[config.mk]
export PLATFORM = sky130hd
export DESIGN_NAME = comparator
export DESIGN_NICKNAME = d
export VERILOG_FILES = /design/src/rtl/comparator_pkg.sv /design/src/rtl/comparator_slice.sv /design/src/rtl/comparator.sv
export SDC_FILE = /design/constraint.sdc
export NUM_CORES = 1
export LEC_CHECK = 0
export ABC_CLOCK_PERIOD_IN_PS = 800
export CAP_MARGIN = 20
export CORE_AREA = 4 4 41 43
export CTS_CLUSTER_DIAMETER = 40
export DETAILED_ROUTE_END_ITERATION = 8
export DIE_AREA = 0 0 45 47
export PLACE_DENSITY = 0.62
export RECOVER_POWER = 50
export SYNTH_ARGS = -nofsm -noshare
export SYNTH_HDL_FRONTEND = slang
export SYNTH_HIERARCHICAL = 1
export SYNTH_SLANG_ARGS = --single-unit
[constraint.sdc]
create_clock -name clk -period 0.8 [get_ports clk]
set_input_delay 0.08 -clock clk [delete_from_list [all_inputs] [get_ports clk]]
set_output_delay 0.08 -clock clk [all_outputs]
set_load 0.03 [all_outputs]
[src/rtl/comparator_pkg.sv]
// Shared types and constants for the cascaded magnitude comparator.
// The struct is the cascade currency between 4-bit slices and the output register.
package comparator_pkg;

  localparam int SLICE_W = 4;

  typedef struct packed {
    logic gt;
    logic lt;
    logic eq;
  } cmp_res_t;

  // Top slice sees "everything above me is equal".
  localparam cmp_res_t CMP_EQ_INIT = '{gt: 1'b0, lt: 1'b0, eq: 1'b1};

  // Resolve one nibble given the verdict of the more-significant slices.
  function automatic cmp_res_t resolve_nibble(
    input logic [SLICE_W-1:0] a_nib,
    input logic [SLICE_W-1:0] b_nib,
    input cmp_res_t           cas_in
  );
    cmp_res_t res;
    res = cas_in;
    if (!cas_in.gt && !cas_in.lt) begin
      res.gt = (a_nib > b_nib);
      res.lt = (a_nib < b_nib);
      res.eq = (a_nib == b_nib);
    end
    return res;
  endfunction

endpackage

[src/rtl/comparator_slice.sv]
// 4-bit combinational comparator slice; a decided gt/lt from above passes through,
// otherwise this nibble decides.
module comparator_slice
  import comparator_pkg::*;
(
  input  logic [SLICE_W-1:0] a,
  input  logic [SLICE_W-1:0] b,
  input  cmp_res_t           cas_in,
  output cmp_res_t           cas_out
);

  always_comb begin
    cas_out = resolve_nibble(a, b, cas_in);
  end

endmodule

[src/rtl/comparator.sv]
// Registered WIDTH-bit magnitude comparator, unsigned or two's-complement per transaction.
// Handshake: a, b, is_signed are sampled when in_valid=1 at a rising edge; out_valid=1 on the
// following cycle marks the flags as that transaction's result. No backpressure.
module comparator
  import comparator_pkg::*;
#(
  parameter int WIDTH = 4
) (
  input  logic             clk,
  input  logic             reset,
  input  logic             in_valid,
  input  logic             is_signed,
  input  logic [WIDTH-1:0] a,
  input  logic [WIDTH-1:0] b,
  output logic             agb,
  output logic             alb,
  output logic             aeb,
  output logic             out_valid
);

  localparam int NSLICE = WIDTH / SLICE_W;

  logic [WIDTH-1:0] a_adj;
  logic [WIDTH-1:0] b_adj;
  logic [WIDTH-1:0] sign_flip;
  cmp_res_t         chain [NSLICE+1];
  cmp_res_t         result;
  cmp_res_t         flags_q;
  logic             valid_q;

  // Offset-binary: flipping both MSBs turns a signed compare into an unsigned one.
  assign sign_flip = {is_signed, {(WIDTH-1){1'b0}}};
  assign a_adj     = a ^ sign_flip;
  assign b_adj     = b ^ sign_flip;

  assign chain[NSLICE] = CMP_EQ_INIT;

  // chain[i+1] comes from the more-significant neighbour; chain[0] is the final verdict.
  for (genvar i = 0; i < NSLICE; i++) begin : g_slice
    comparator_slice u_slice (
      .a       (a_adj[i*SLICE_W +: SLICE_W]),
      .b       (b_adj[i*SLICE_W +: SLICE_W]),
      .cas_in  (chain[i+1]),
      .cas_out (chain[i])
    );
  end

  assign result = chain[0];

  // Flags only load on valid cycles, so idle cycles (and junk operands) leave them untouched.
  always_ff @(posedge clk or negedge reset) begin
    if (!reset) begin
      flags_q <= '0;
      valid_q <= 1'b0;
    end else begin
      valid_q <= in_valid;
      if (in_valid) begin
        flags_q <= result;
      end
    end
  end

  assign agb       = flags_q.gt;
  assign alb       = flags_q.lt;
  assign aeb       = flags_q.eq;
  assign out_valid = valid_q;

endmodule

# --- Word-level counts from Yosys, hierarchy flattened ---
# Cells that the tools add are included.
word_totals:
  latch_bits: 0
  n_memories: 0
  ram_bits: 0
  register_bits: 4
  in_bits: 12
  word_cells: 9
  romBits: 0
op_classes:
  n_div: 0
  n_bitwise: 2
  addsub: 0
  n_lt_le_gt_ge: 2
  reduce_logical: 0
  eq_ne: 1
  n_mul: 0
  shifts: 0
  n_mux: 0
op_table:
  columns: ["op", "count"]
  rows:
  - ["bitwise XOR 4 bit", 2]
  - ["== test 4 bit", 1]
  - ["> comparator 4 bit", 1]
  - ["less-than comparator 4 bit", 1]

# --- Logic depth before layout (Yosys ltp) ---
logic_depth:
  depth_word: 2
  depth_mapped: 7
  ltp_nobuf: 7

# --- Modules after synthesis ---
# The synthesis kept the hierarchy.
by_module_without_submodules:
  columns: ["mod", "cells_per_inst", "area_each_um2", "n_inst"]
  rows:
  - ["comparator", 11, 158.9, 1]
  - ["comparator_slice", 18, 136.4, 1]

# --- Least setup slack after synthesis ---
# No wires, ideal clock.
synth_path:
  path_kind: "input -> register"
  startpoint: "input b[3]"
  endpoint: "register flags_q, in the netlist agb"
  path_stages: 6
  path_buffers: 0
  arrival_time_ns: 1.133
  path_slack_ns: -0.458
  cell_sequence: "xor2_1 > inv_1 > ha_1 > a211oi_2 > a21oi_1 > mux2_2"
synth_rtl:
  columns: ["item", "line", "text"]
  rows:
  - ["from (decl)", "comparator.sv:14", "input logic [WIDTH-1:0] b,"]
  - ["to (signal assigned)", "comparator.sv:58", "flags_q <= result;"]
  - ["to (decl)", "comparator.sv:28", "cmp_res_t flags_q;"]

==> metrics.md <==
| Metric | Value |
|---|---|
| Status | finished with violations |
| Failing checks | negative setup slack |
| Clock Path Buffers | 2 |
| Post-placement cell area | 500.5 um^2 |
| Final WL | 691 um |
| Worst setup startpoint | b[1] |
| Row count | 13 |
| Power Density | 1462 nW/um^2 |
| Leak | 0.2893 nW |
| Clock sinks | 4 |
| Startpoint Class | input port |
| Worst Clk Skew | 0 ns |
| Die area | 2115 um^2 |
| GRT Max-Usage Layer | met2 |
| Max Cap Viol | 0 |
| Seq. cell area | 100.1 um^2 |
| GRT Overall Usage | 0.07540 |
| Clk slew on worst S/H paths | 0.04 ns |
| DR iter-0 viols | 0 |
| Count of pins over their slew limit | 0 |
| Share of the synthesized area in the top cell type | 0.3390 |
| Synth area leader | dfrtp_1 |
| Dpl cells | 66 |
| Synth warn | 6 |
| Initial antenna violation count | 0 |
| Clock power share | 0.275 |
| Top Ports | 16 |
| Core ar. | 1301 um^2 |
| TritonCTS buffer count | 3 |
| Final setup vio count | 7 |
| Share of cells above drive strength 1 | 0.4464 |
| Combinational share of power | 0.449 |
| N_diodes | 0 |
| Die height | 47 um |
| GR Util met2 | 0.1073 |
| Vias in the first global route | 292 |
| Fin crit share | 1.455 |
| WL/cell | 9.732 um |
| IO buf count | 15 |
| Clock Latency Late Sink | 0.23 ns |
| DR pass1 iterations | 1 |
| First-pass GRT wire length | 1055 um |
| Int Power | 617.0 uW |
| DP HPWL | 513 um |
| Area grow syn2layout | 107.2% |
| CTS tree | yes |
| Register area share after synthesis | 0.3390 |
| Gpl congestion | 0.6095 |
| Reg2reg path depth | 1 |
| Die width | 45 um |
| Synth top area cells | dfrtp_1, ha_1, mux2_2 |
| Tmin final | 1.164 ns |
| Final #Nets | 74 |
| RSZ-0062 raised after global routing | yes |
| Initial core utilization | 0.2269 |
| Total number of vias | 298 |
| Final Hold Fails | 0 |
| H-tree levels | 1 |
| CTS root buffer | clkbuf_4 |
| R2r startpoint | aeb |
| CTS Hold Buffers Added | 0 |
| Crit-path max FO | 2 |
| Fin worst setup slack | -0.3643 ns |
| Distinct cells, synth | 14 |
| Cell count after synthesis | 29 |
| Peak VDD IR | 0.8667 mV |
| Yosys reg bits | 4 |
| Sequential share of power | 0.276 |
| Critical path data required time | 0.91 ns |
| Fmax | 858.9 MHz |
| Synthesized area per cell | 10.18 um^2 |
| Crit end category | flop |
| Global routing usage on met3 | 0.01916 |
| Multi-input logic area | 287.8 um^2 |
| GRT Residual Overflow | 0 |
| CP Data Arrival Time | 1.28 ns |
| Largest net degree at the start of global routing | 5 |
| Vias per inst | 4.197 |
| Sw Share | 0.3100 |
| # fillers | 140 |
| Remaining DRCs | 0 |
| Routed Antenna Nets | 0 |
| Worst setup path class | in -> reg |
| Design area | 611.8 um^2 |
| Hold Crit Class | in -> async |
| Synthesized cell area | 295.3 um^2 |
| Net switching power | 277.2 uW |
| Post-Layout Cell Count | 71 |
| Grt met1 use | 0.07834 |
routing by layer:
layer,share of wire,wire length (um)
met5,0,0
met4,0.043,30
met3,0.096,66
met2,0.48,334
met1,0.37,258
flip-flops by register name (all words and copies together), names as in the netlist:
register,cells
aeb,1
agb,1
out_valid,1
alb,1
metrics by stage:
stage / setup TNS, ns / utilization / setup WS (ns) / power [mW] / hold WS [ns]
6_report: -1.160 / 0.4702 / -0.3643 / 0.8942 / 0.1146
5_1_grt: -1.526 / 0.4702 / -0.4403 / 0.9603 / 0.1182
4_1_cts: -1.200 / 0.4385 / -0.3623 / 0.8630 / 0.04495
3_5_place_dp: -2.922 / 0.3846 / -1.051 / 0.5429 / 0.2969
3_3_place_gp: -2.905 / 0.3846 / -1.023 / 0.5406 / 0.2937
2_1_floorplan: -0.9626 / - / -0.3779 / 0.4162 / -0.2156
final timing paths:
path	to	slack, ns
hold / removal	agb	0.11
max in group asynchronous	alb	0.52
hold reg to reg	agb	0.53
min in group clk	out_valid	0.45
setup reg to reg	aeb	0.03
setup / recovery	agb	-0.36
layout by cell type (no fill, tap or decap), types with 2 or more instances in the layout:
| master | synthesis | layout |
|---|---|---|
| ha_1 | 4 | 2 |
| buf_6 | 0 | 7 |
| mux2_4 | 0 | 2 |
| a21oi_2 | 0 | 2 |
| conb_1 | 2 | 9 |
| inv_1 | 5 | 4 |
| dfrtp_1 | 4 | 4 |
| dlygate4sd2_1 | 0 | 6 |
| clkbuf_4 | 0 | 3 |
| ha_4 | 0 | 2 |
timing repair:
| item | 4_1_cts | 5_1_grt |
|---|---|---|
| pin swaps | 11 | 4 |
| hold endpoints to repair | 0 | 0 |
| buffers inserted | 2 | 0 |
| endpoints found under the setup margin | 7 | 7 |
| gates resized for setup | 30 | 7 |
synthesized netlist by cell type, drive strengths merged:
cell    number
dfrtp        4
inv          5
nor2b        1
xor2         2
a211oi       1
ha           4
o21ai        1
mux2         3
a21oi        2
o31ai        1
a21o         1
conb         2
nand4        1
o211ai       1
cell type report:
| cell class | instances | area share |
|---|---|---|
| timing repair buffer | 17 | 0.2679 |
| clock buffer | 3 | 0.03681 |
| tap | 15 | 0.03067 |
| inverter | 5 | 0.03067 |
| sequential | 4 | 0.1636 |
| multi-input combinational | 27 | 0.4703 |
worst max-delay path, cell delays in order:
cell	delay [ns]
dlygate4sd2_1	0.19
inv_1	0.04
ha_1	0.30
nor2b_4	0.14
o211ai_4	0.19
a21oi_2	0.08
mux2_4	0.26
kinds of logic after synthesis:
family / synth area share
AND/OR/NAND/NOR: 0.04240
XOR/XNOR: 0.05933
AO/OA/AOI/OAI: 0.1864
multiplexers: 0.1144
buffers and inverters: 0.06357
flip-flops: 0.3390
other: 0.02543
adder cells (fa/ha/maj): 0.1695
power groups by stage:
stage                     sequential, mW  clock [mW]  combinational, mW
after floorplan                    0.296           0              0.120
after global placement             0.242           0              0.299
after detailed placement           0.244           0              0.299
after CTS                          0.248       0.261              0.354
after global routing               0.252       0.273              0.436
final                              0.247       0.246              0.401
Note: power is estimated with default switching activity, not from simulation.
